==> config.mk <==
export PLATFORM = sky130hd
export DESIGN_NAME = fetch_sequencer
export DESIGN_NICKNAME = d
export VERILOG_FILES = /design/src/rtl/if_pkg.sv /design/src/rtl/fetch_wait_timer.sv /design/src/rtl/fetch_sequencer.sv
export SDC_FILE = /design/constraint.sdc
export NUM_CORES = 1
export LEC_CHECK = 0
export CELL_PAD_IN_SITES_DETAIL_PLACEMENT = 0
export CELL_PAD_IN_SITES_GLOBAL_PLACEMENT = 2
export CORE_MARGIN = 2
export CORE_UTILIZATION = 27
export CTS_BUF_LIST = sky130_fd_sc_hd__clkbuf_8
export DETAILED_ROUTE_END_ITERATION = 10
export PLACE_DENSITY = 0.78
export SLEW_MARGIN = 15
export SYNTH_ARGS = -nofsm -noshare
export SYNTH_HDL_FRONTEND = slang
export SYNTH_SLANG_ARGS = --single-unit
export TNS_END_PERCENT = 1
==> constraint.sdc <==
create_clock -name clock -period 3 [get_ports clock]
set_clock_uncertainty 0.1 [all_clocks]
set_input_delay 0.6 -clock clock [delete_from_list [all_inputs] [get_ports clock]]
set_output_delay 0.6 -clock clock [all_outputs]
set_load 0.02 [all_outputs]
==> src/rtl/if_pkg.sv <==
// Shared types and constants for the instruction-fetch sequencer.
package if_pkg;

  typedef enum logic [1:0] {
    BOOT  = 2'd0,
    FETCH = 2'd1,
    HOLD  = 2'd2,
    FAULT = 2'd3
  } fetch_state_e;

  localparam logic [31:0] NOP_INSTR = 32'h0000_0013;
  localparam logic [31:0] PC_STEP   = 32'd4;

  function automatic logic is_misaligned(input logic [31:0] addr);
    return (addr[1:0] != 2'b00);
  endfunction

endpackage

==> src/rtl/fetch_wait_timer.sv <==
// Counts imem cycles spent waiting for imem_ready; flags the last cycle before timeout.
module fetch_wait_timer #(
  parameter int MAX_WAIT = 8
) (
  input  logic clock,
  input  logic reset,
  input  logic clear,
  input  logic enable,
  output logic terminal
);

  logic [7:0] count_r;

  // Wait counter, clear has priority over enable.
  always_ff @(negedge clock or negedge reset) begin
    if (!reset) begin
      count_r <= 8'd0;
    end else if (clear) begin
      count_r <= 8'd0;
    end else if (enable) begin
      count_r <= count_r + 8'd1;
    end else begin
      count_r <= count_r;
    end
  end

  assign terminal = (count_r == 8'(MAX_WAIT - 1));

endmodule

==> src/rtl/fetch_sequencer.sv <==
// IF-stage controller: PC load selection, single-outstanding imem handshake,
// stall buffering and fetch-fault reporting. State changes on the falling edge.
module fetch_sequencer
  import if_pkg::*;
#(
  parameter logic [31:0] RESET_VECTOR = 32'h0000_0000,
  parameter logic [31:0] TRAP_VECTOR  = 32'h0000_0100,
  parameter int          MAX_WAIT     = 8
) (
  input  logic        clock,
  input  logic        reset,
  input  logic [31:0] pc_cur,
  output logic        pc_load,
  output logic [31:0] pc_next,
  output logic        imem_req,
  output logic [31:0] imem_addr,
  input  logic        imem_ready,
  input  logic [31:0] imem_rdata,
  input  logic        stall,
  input  logic        redirect_valid,
  input  logic [31:0] redirect_target,
  output logic        if_valid,
  output logic [31:0] if_instr,
  output logic [31:0] if_pc,
  output logic        fetch_fault,
  output logic [31:0] fault_pc
);

  fetch_state_e state_r;
  logic [31:0]  buf_instr_r;
  logic [31:0]  buf_pc_r;
  logic         if_valid_r;
  logic [31:0]  if_instr_r;
  logic [31:0]  if_pc_r;
  logic         fetch_fault_r;
  logic [31:0]  fault_pc_r;

  logic         redirect_s;
  logic         wait_clear_s;
  logic         wait_enable_s;
  logic         wait_done_s;
  logic         pc_load_s;
  logic [31:0]  pc_next_s;
  logic         imem_req_s;

  // A redirect in BOOT is ignored; everywhere else it wins over stall and ready.
  assign redirect_s    = redirect_valid && (state_r != BOOT);
  assign wait_enable_s = (state_r == FETCH) && !imem_ready;
  assign wait_clear_s  = (state_r != FETCH) || imem_ready || redirect_s;

  fetch_wait_timer #(.MAX_WAIT(MAX_WAIT)) u_wait_timer (
    .clock    (clock),
    .reset    (reset),
    .clear    (wait_clear_s),
    .enable   (wait_enable_s),
    .terminal (wait_done_s)
  );

  // PC load selection and imem request; gated by reset so they drop asynchronously.
  always_comb begin
    pc_load_s  = 1'b0;
    pc_next_s  = RESET_VECTOR;
    imem_req_s = 1'b0;
    if (!reset) begin
      pc_load_s  = 1'b0;
      imem_req_s = 1'b0;
    end else if (redirect_s) begin
      pc_load_s  = 1'b1;
      pc_next_s  = is_misaligned(redirect_target) ? TRAP_VECTOR : redirect_target;
      imem_req_s = (state_r == FETCH);
    end else begin
      case (state_r)
        BOOT: begin
          pc_load_s = 1'b1;
          pc_next_s = RESET_VECTOR;
        end
        FETCH: begin
          imem_req_s = 1'b1;
          if (imem_ready && !stall) begin
            pc_load_s = 1'b1;
            pc_next_s = pc_cur + PC_STEP;
          end else begin
            pc_load_s = 1'b0;
          end
        end
        HOLD: begin
          if (!stall) begin
            pc_load_s = 1'b1;
            pc_next_s = buf_pc_r + PC_STEP;
          end else begin
            pc_load_s = 1'b0;
          end
        end
        FAULT: begin
          pc_load_s = 1'b1;
          pc_next_s = TRAP_VECTOR;
        end
        default: begin
          pc_load_s = 1'b0;
        end
      endcase
    end
  end

  assign pc_load   = pc_load_s;
  assign pc_next   = pc_next_s;
  assign imem_req  = imem_req_s;
  assign imem_addr = imem_req_s ? pc_cur : 32'h0000_0000;

  // Sequencer state, stall buffer, IF/ID outputs and fault reporting.
  always_ff @(negedge clock or negedge reset) begin
    if (!reset) begin
      state_r       <= BOOT;
      buf_instr_r   <= NOP_INSTR;
      buf_pc_r      <= 32'h0000_0000;
      if_valid_r    <= 1'b0;
      if_instr_r    <= NOP_INSTR;
      if_pc_r       <= 32'h0000_0000;
      fetch_fault_r <= 1'b0;
      fault_pc_r    <= 32'h0000_0000;
    end else begin
      fetch_fault_r <= 1'b0;
      if (redirect_s) begin
        if_valid_r <= 1'b0;
        state_r    <= FETCH;
        if (is_misaligned(redirect_target)) begin
          fetch_fault_r <= 1'b1;
          fault_pc_r    <= redirect_target;
        end
      end else begin
        case (state_r)
          BOOT: state_r <= FETCH;
          FETCH: begin
            if (imem_ready && !stall) begin
              if_valid_r <= 1'b1;
              if_instr_r <= imem_rdata;
              if_pc_r    <= pc_cur;
            end else if (imem_ready) begin
              buf_instr_r <= imem_rdata;
              buf_pc_r    <= pc_cur;
              state_r     <= HOLD;
            end else begin
              if (!stall) begin
                if_valid_r <= 1'b0;
              end
              // Fault pulse is visible during the FAULT cycle that loads the trap vector.
              if (wait_done_s) begin
                state_r       <= FAULT;
                fetch_fault_r <= 1'b1;
                fault_pc_r    <= pc_cur;
              end
            end
          end
          HOLD: begin
            if (!stall) begin
              if_valid_r <= 1'b1;
              if_instr_r <= buf_instr_r;
              if_pc_r    <= buf_pc_r;
              state_r    <= FETCH;
            end
          end
          FAULT: begin
            if_valid_r <= 1'b0;
            state_r    <= FETCH;
          end
          default: state_r <= BOOT;
        endcase
      end
    end
  end

  assign if_valid    = if_valid_r;
  assign if_instr    = if_instr_r;
  assign if_pc       = if_pc_r;
  assign fetch_fault = fetch_fault_r;
  assign fault_pc    = fault_pc_r;

endmodule

# ---- After elaboration in Yosys (flattened, before gate mapping)
# Cells that the tools add are included.
dict set report classes {
  n_addsub 3
  eq_ne 15
  mux 47
  bitwise 2
  n_reduce_logical 21
}
# op n
set ops {}
lappend ops {{2-to-1 mux 32 bit} 16}
lappend ops {{case mux 32 bit (2 select lines)} 2}
lappend ops {{case mux 32 bit (4 select lines)} 1}
lappend ops {{adder 32 x 3 -> 32 bit (second input constant)} 2}
lappend ops {{2-to-1 mux 1 bit} 18}
lappend ops {{2-to-1 mux 8 bit} 2}
lappend ops {{inequality test 4 x 3 -> 1 bit (second input constant)} 3}
lappend ops {{AND reduction 4 bit} 3}
lappend ops {{nonzero test 2 bit} 6}
lappend ops {{2-to-1 mux 2 bit} 5}
lappend ops {{adder 8 x 1 -> 8 bit (second input constant)} 1}
lappend ops {{== test 8 x 3 -> 1 bit (second input constant)} 1}
lappend ops {{inequality test 2 x 1 -> 1 bit (second input constant)} 4}
lappend ops {{inequality test 3 bit (second input constant)} 2}
lappend ops {{case mux 1 bit (3 select lines)} 2}
lappend ops {{case mux 2 bit (3 select lines)} 1}
lappend ops {{AND reduction 5 bit} 1}
lappend ops {{== test 2 bit (second input constant)} 2}
lappend ops {{inequality test 2 bit (second input constant)} 2}
lappend ops {{nonzero test 4 bit} 1}
lappend ops {{logical AND 1 bit} 3}
lappend ops {{AND reduction 3 bit} 1}
lappend ops {{== test 2 x 1 -> 1 bit (second input constant)} 1}
lappend ops {{zero test 1 bit} 2}
lappend ops {{other kinds (4)} 6}
dict set report word_totals {
  ff_bits 172
  input_bits 101
  output_inout_bits 164
  elab_cells 97
}

# ---- Longest topological paths before layout
dict set report depth {
  depth_word 6
  ltp_mapped 9
  depth_no_buf 7
}

# ---- Cells and area by module
# From an unflattened synthesis, not the netlist that was laid out.
dict set report unflattened {
  hier_cells 985
  area_unflattened_um2 9501.6
}
# module n_inst cells_per_inst area_each_um2 seq_area_each_um2
set by_module_without_submodules {}
lappend by_module_without_submodules {fetch_sequencer 1 945 9100.0 4111.4}
lappend by_module_without_submodules {fetch_wait_timer 1 40 401.6 200.2}

==> qor.csv <==
metric,value,unit
CTS Hold Bufs,0,
total number of yosys warnings,0,
WP buf/inv,3,
Max Cap Viol,0,
grt total ovfl,0,
WL/cell,19.62,um
CTS Sinks,172,
sw frac,40.22,%
Port-buffer cells,264,
Final Hold Vio Count,0,
worst path required time,2.30,ns
syn_nets,1106,
Most used DFF post-synth,dfrtn_1,
synth-to-layout area growth,57.93,%
final net count,1516,
Avg Inst Size Synth,9.479,um2
Net Switching,4.863,mW
Via-to-Cell Ratio,4.882,
vias in the first global route,9068,
Remaining DRCs,0,
sequential-to-total area share from yosys stat,45.67,%
Hold Path Class,register to register,
Die W,191,um
Post-DP HPWL,28.10,mm
"EDFF count, synth",0,
Top Usage Layer GRT,met2,
failing checks,negative setup slack,
Rows,68,
M3 GR Usage,4.480,%
Tot Pwr,12.09,mW
Worst path most repeated cell,buf_6,
WHS,0.2837,ns
"CP delay by family, top",compound AO/OA/AOI/OAI gates,
fillcell total,3432,
CTS tree,done,
"slowest stage delay, CP",0.44,ns
CTS Buf Count,17,
Root Driver,clkbuf_8,
Crit Path Class,register to output port,
pin slew with the least headroom to its limit,0.6355,ns
TritonRoute pass-1 iters,5,
#FFs+latches synth,172,
Worst EP arrival,3.84,ns
Final ANT Viol Nets,0,
I/O pin cnt,265,
pin count of the biggest net entering global routing,74,
Starting Density,27.40,%
CP Capture Type,output port,
CP Launch Type,register,
core footprint,0.03446,mm2
total number of H-tree levels,4,
global-route wire length before repair,55.59,mm
ANT cells,0,
Cells after Synth,996,
die area,0.03648,mm2
CP cell instances,"ha_2, and2_4, buf_4, nand4_1, buf_6, o31ai_4, a21oi_4, a221o_1, buf_6",
"Core Util, Final",43.27,%
routed via count,9149,
"Slowest-stage cell, CP",dfrtn_1,
routability cong.,0.8842,
mapped cell area,0.009442,mm2
final worst slack,-1.538,ns
Leak Pwr,6.380,nW
clock share of power,13.7,%
max-slew violation count,0,
# setup viols final,194,
Die H,191,um
RSZ-0062 raised after global routing,yes,
final WL,36.76,mm
status,finished with violations,
initial antenna violation count,3,
CP Max Fanout,6,
Slew headroom,57.63,%
met1 Resource Use GR,28.83,%
Total GRT Usage,20.14,%
synth unique cells,45,
starting DRC count in detailed routing,498,
Max VDD drop,0.4227,mV
Cell Pwr Density,810.9,mW/mm2
Clock Tree Buf Depth,2,
Skew-Pair Late Insertion Delay,0.42,ns
"Reg clk slew, reported paths",0.07,ns
M2 GR Usage,30.30,%
power share of the combinational group,51.7,%
part of the power in registers,34.6,%
cell-internal power,7.228,mW
share of cells above drive strength 1,37.98,%
Synth async-reset ratio,100.0,%
setup TNS,-93.12,ns
stage by stage:
stage          instance area (um2)  std cells  worst slack (ns)
2_1_floorplan                 9578        996           -0.9659
3_3_place_gp                 14070       1832            -1.698
3_5_place_dp                 14070       1832            -1.744
4_1_cts                      14780       1874            -1.573
5_1_grt                      14910       1874            -1.644
6_report                     14910       1874            -1.538
layer usage:
metal,share of wire [%],vias up,wire [um]
met3,6.4,36,2368
met1,47,4482,17250
met2,45,251,16450
li1,-,4376,-
met4,1.8,4,673
met5,0.063,-,23
placed cells by master, fill, tap and decap left out, types with 5 or more instances in the layout:
cell / instances
nor2_1: 116
buf_12: 14
a22oi_1: 5
mux2i_1: 65
xor2_1: 24
nor3_1: 15
xnor2_1: 24
ha_1: 5
a21oi_2: 7
a21oi_1: 67
mux2_2: 60
o21ai_1: 5
buf_6: 125
o211ai_1: 5
dfstp_2: 6
a221o_1: 7
nand3_1: 29
nand2_1: 89
and3_1: 38
inv_1: 17
clkdlybuf4s50_1: 93
buf_2: 19
clkbuf_8: 19
nand4_1: 16
and4_1: 5
or4_1: 7
buf_4: 209
a31oi_1: 36
o21ai_0: 11
dfrtn_1: 166
power by group through the flow:
| stage | Clock [mW] | Combinational [mW] | Sequential [mW] |
|---|---|---|---|
| 2_1_floorplan | 0.0145 | 2.14 | 4.81 |
| 3_3_place_gp | 0.0145 | 5.92 | 4.06 |
| 3_5_place_dp | 0.0145 | 5.96 | 4.09 |
| 4_1_cts | 1.74 | 6.21 | 4.19 |
| 5_1_grt | 1.82 | 6.72 | 4.32 |
| 6_report | 1.65 | 6.26 | 4.18 |
final timing paths:
path | slack (ns) | end | start | depth (start not counted)
worst max-delay path | -1.54 | pc_next[28] | buf_pc_r[3]$_DFFE_NN0P_ | 9
worst min-delay path | 0.28 | u_wait_timer.count_r[0]$_DFFE_NN0P_ | u_wait_timer.count_r[0]$_DFFE_NN0P_ | 1
worst max register to register | 0.28 | state_r[0]$_DFFE_NN0P_ | state_r[1]$_DFFE_NN0P_ | 7
worst min register to register | 0.28 | u_wait_timer.count_r[0]$_DFFE_NN0P_ | u_wait_timer.count_r[0]$_DFFE_NN0P_ | 1
max in group asynchronous | 0.69 | buf_pc_r[23]$_DFFE_NN0P_ | reset | 3
min in group asynchronous | 1.48 | fault_pc[28]$_DFFE_NN0P_ | reset | 2
cell type report:
| class | instances | area, um2 | area share (%) |
|---|---|---|---|
| Clock buffer | 18 | 247.7 | 1.661 |
| Clock inverter | 20 | 155.1 | 1.041 |
| Inverter | 13 | 48.80 | 0.3273 |
| Multi-Input combinational cell | 727 | 5171 | 34.68 |
| Sequential cell | 172 | 4312 | 28.92 |
| Tap cell | 455 | 569.3 | 3.818 |
| Timing Repair Buffer | 469 | 4407 | 29.55 |
cells in the mapped netlist, types with 2 or more instances:
cell	instances	share of area (%)
o31a_1	4	0.37
nor4_1	7	0.46
a221o_1	7	0.74
nor3_1	20	1.1
o21ai_0	17	0.90
a211oi_1	2	0.16
and4_1	8	0.74
mux2_2	62	7.4
and2_1	4	0.26
clkbuf_1	56	2.2
nor2_1	118	4.7
or4_1	10	0.80
a32o_1	2	0.21
o211ai_1	5	0.40
nor2b_1	2	0.13
buf_1	7	0.28
mux2i_1	66	7.0
buf_2	21	1.1
o22ai_1	7	0.46
o21a_1	4	0.32
xnor2_1	25	2.3
a21oi_1	75	4.0
inv_1	14	0.56
a31oi_1	36	2.4
dfrtn_1	166	44
xor2_1	24	2.2
or3_1	2	0.13
and3_1	40	2.7
a22oi_1	8	0.64
dfstp_2	6	1.7
nand3_1	32	1.7
nand2b_1	5	0.33
nand4_1	16	1.1
o31ai_1	7	0.56
o221ai_1	4	0.37
nand2_1	90	3.6
ha_1	9	1.2
kinds of logic after synthesis:
group	Yosys count	synth area share, %
adders and majority gates	9	1.193
muxes	128	14.39
AOI/OAI and AO/OA	182	11.90
buffers and inverters	98	4.174
and+or+nand+nor	358	18.13
DFF	172	45.67
xor gates and xnor gates	49	4.545
registers in the layout, summed over array words and instances, names as in the netlist:
signal / count
fetch_fault: 1
fault_pc: 32
buf_instr_r: 32
if_instr: 32
buf_pc_r: 32
if_pc: 32
state_r: 2
u_wait_timer.count_r: 8
if_valid: 1
what timing repair did:
action                     in CTS  in global routing
hold endpoints to repair        0                  0
pin swaps                      23                 10
buffers inserted                4                  0
setup endpoints to repair     336                246
resized for setup             842                 40
cloned                          1                  0
No activity file was read; power rests on OpenSTA's default activity.
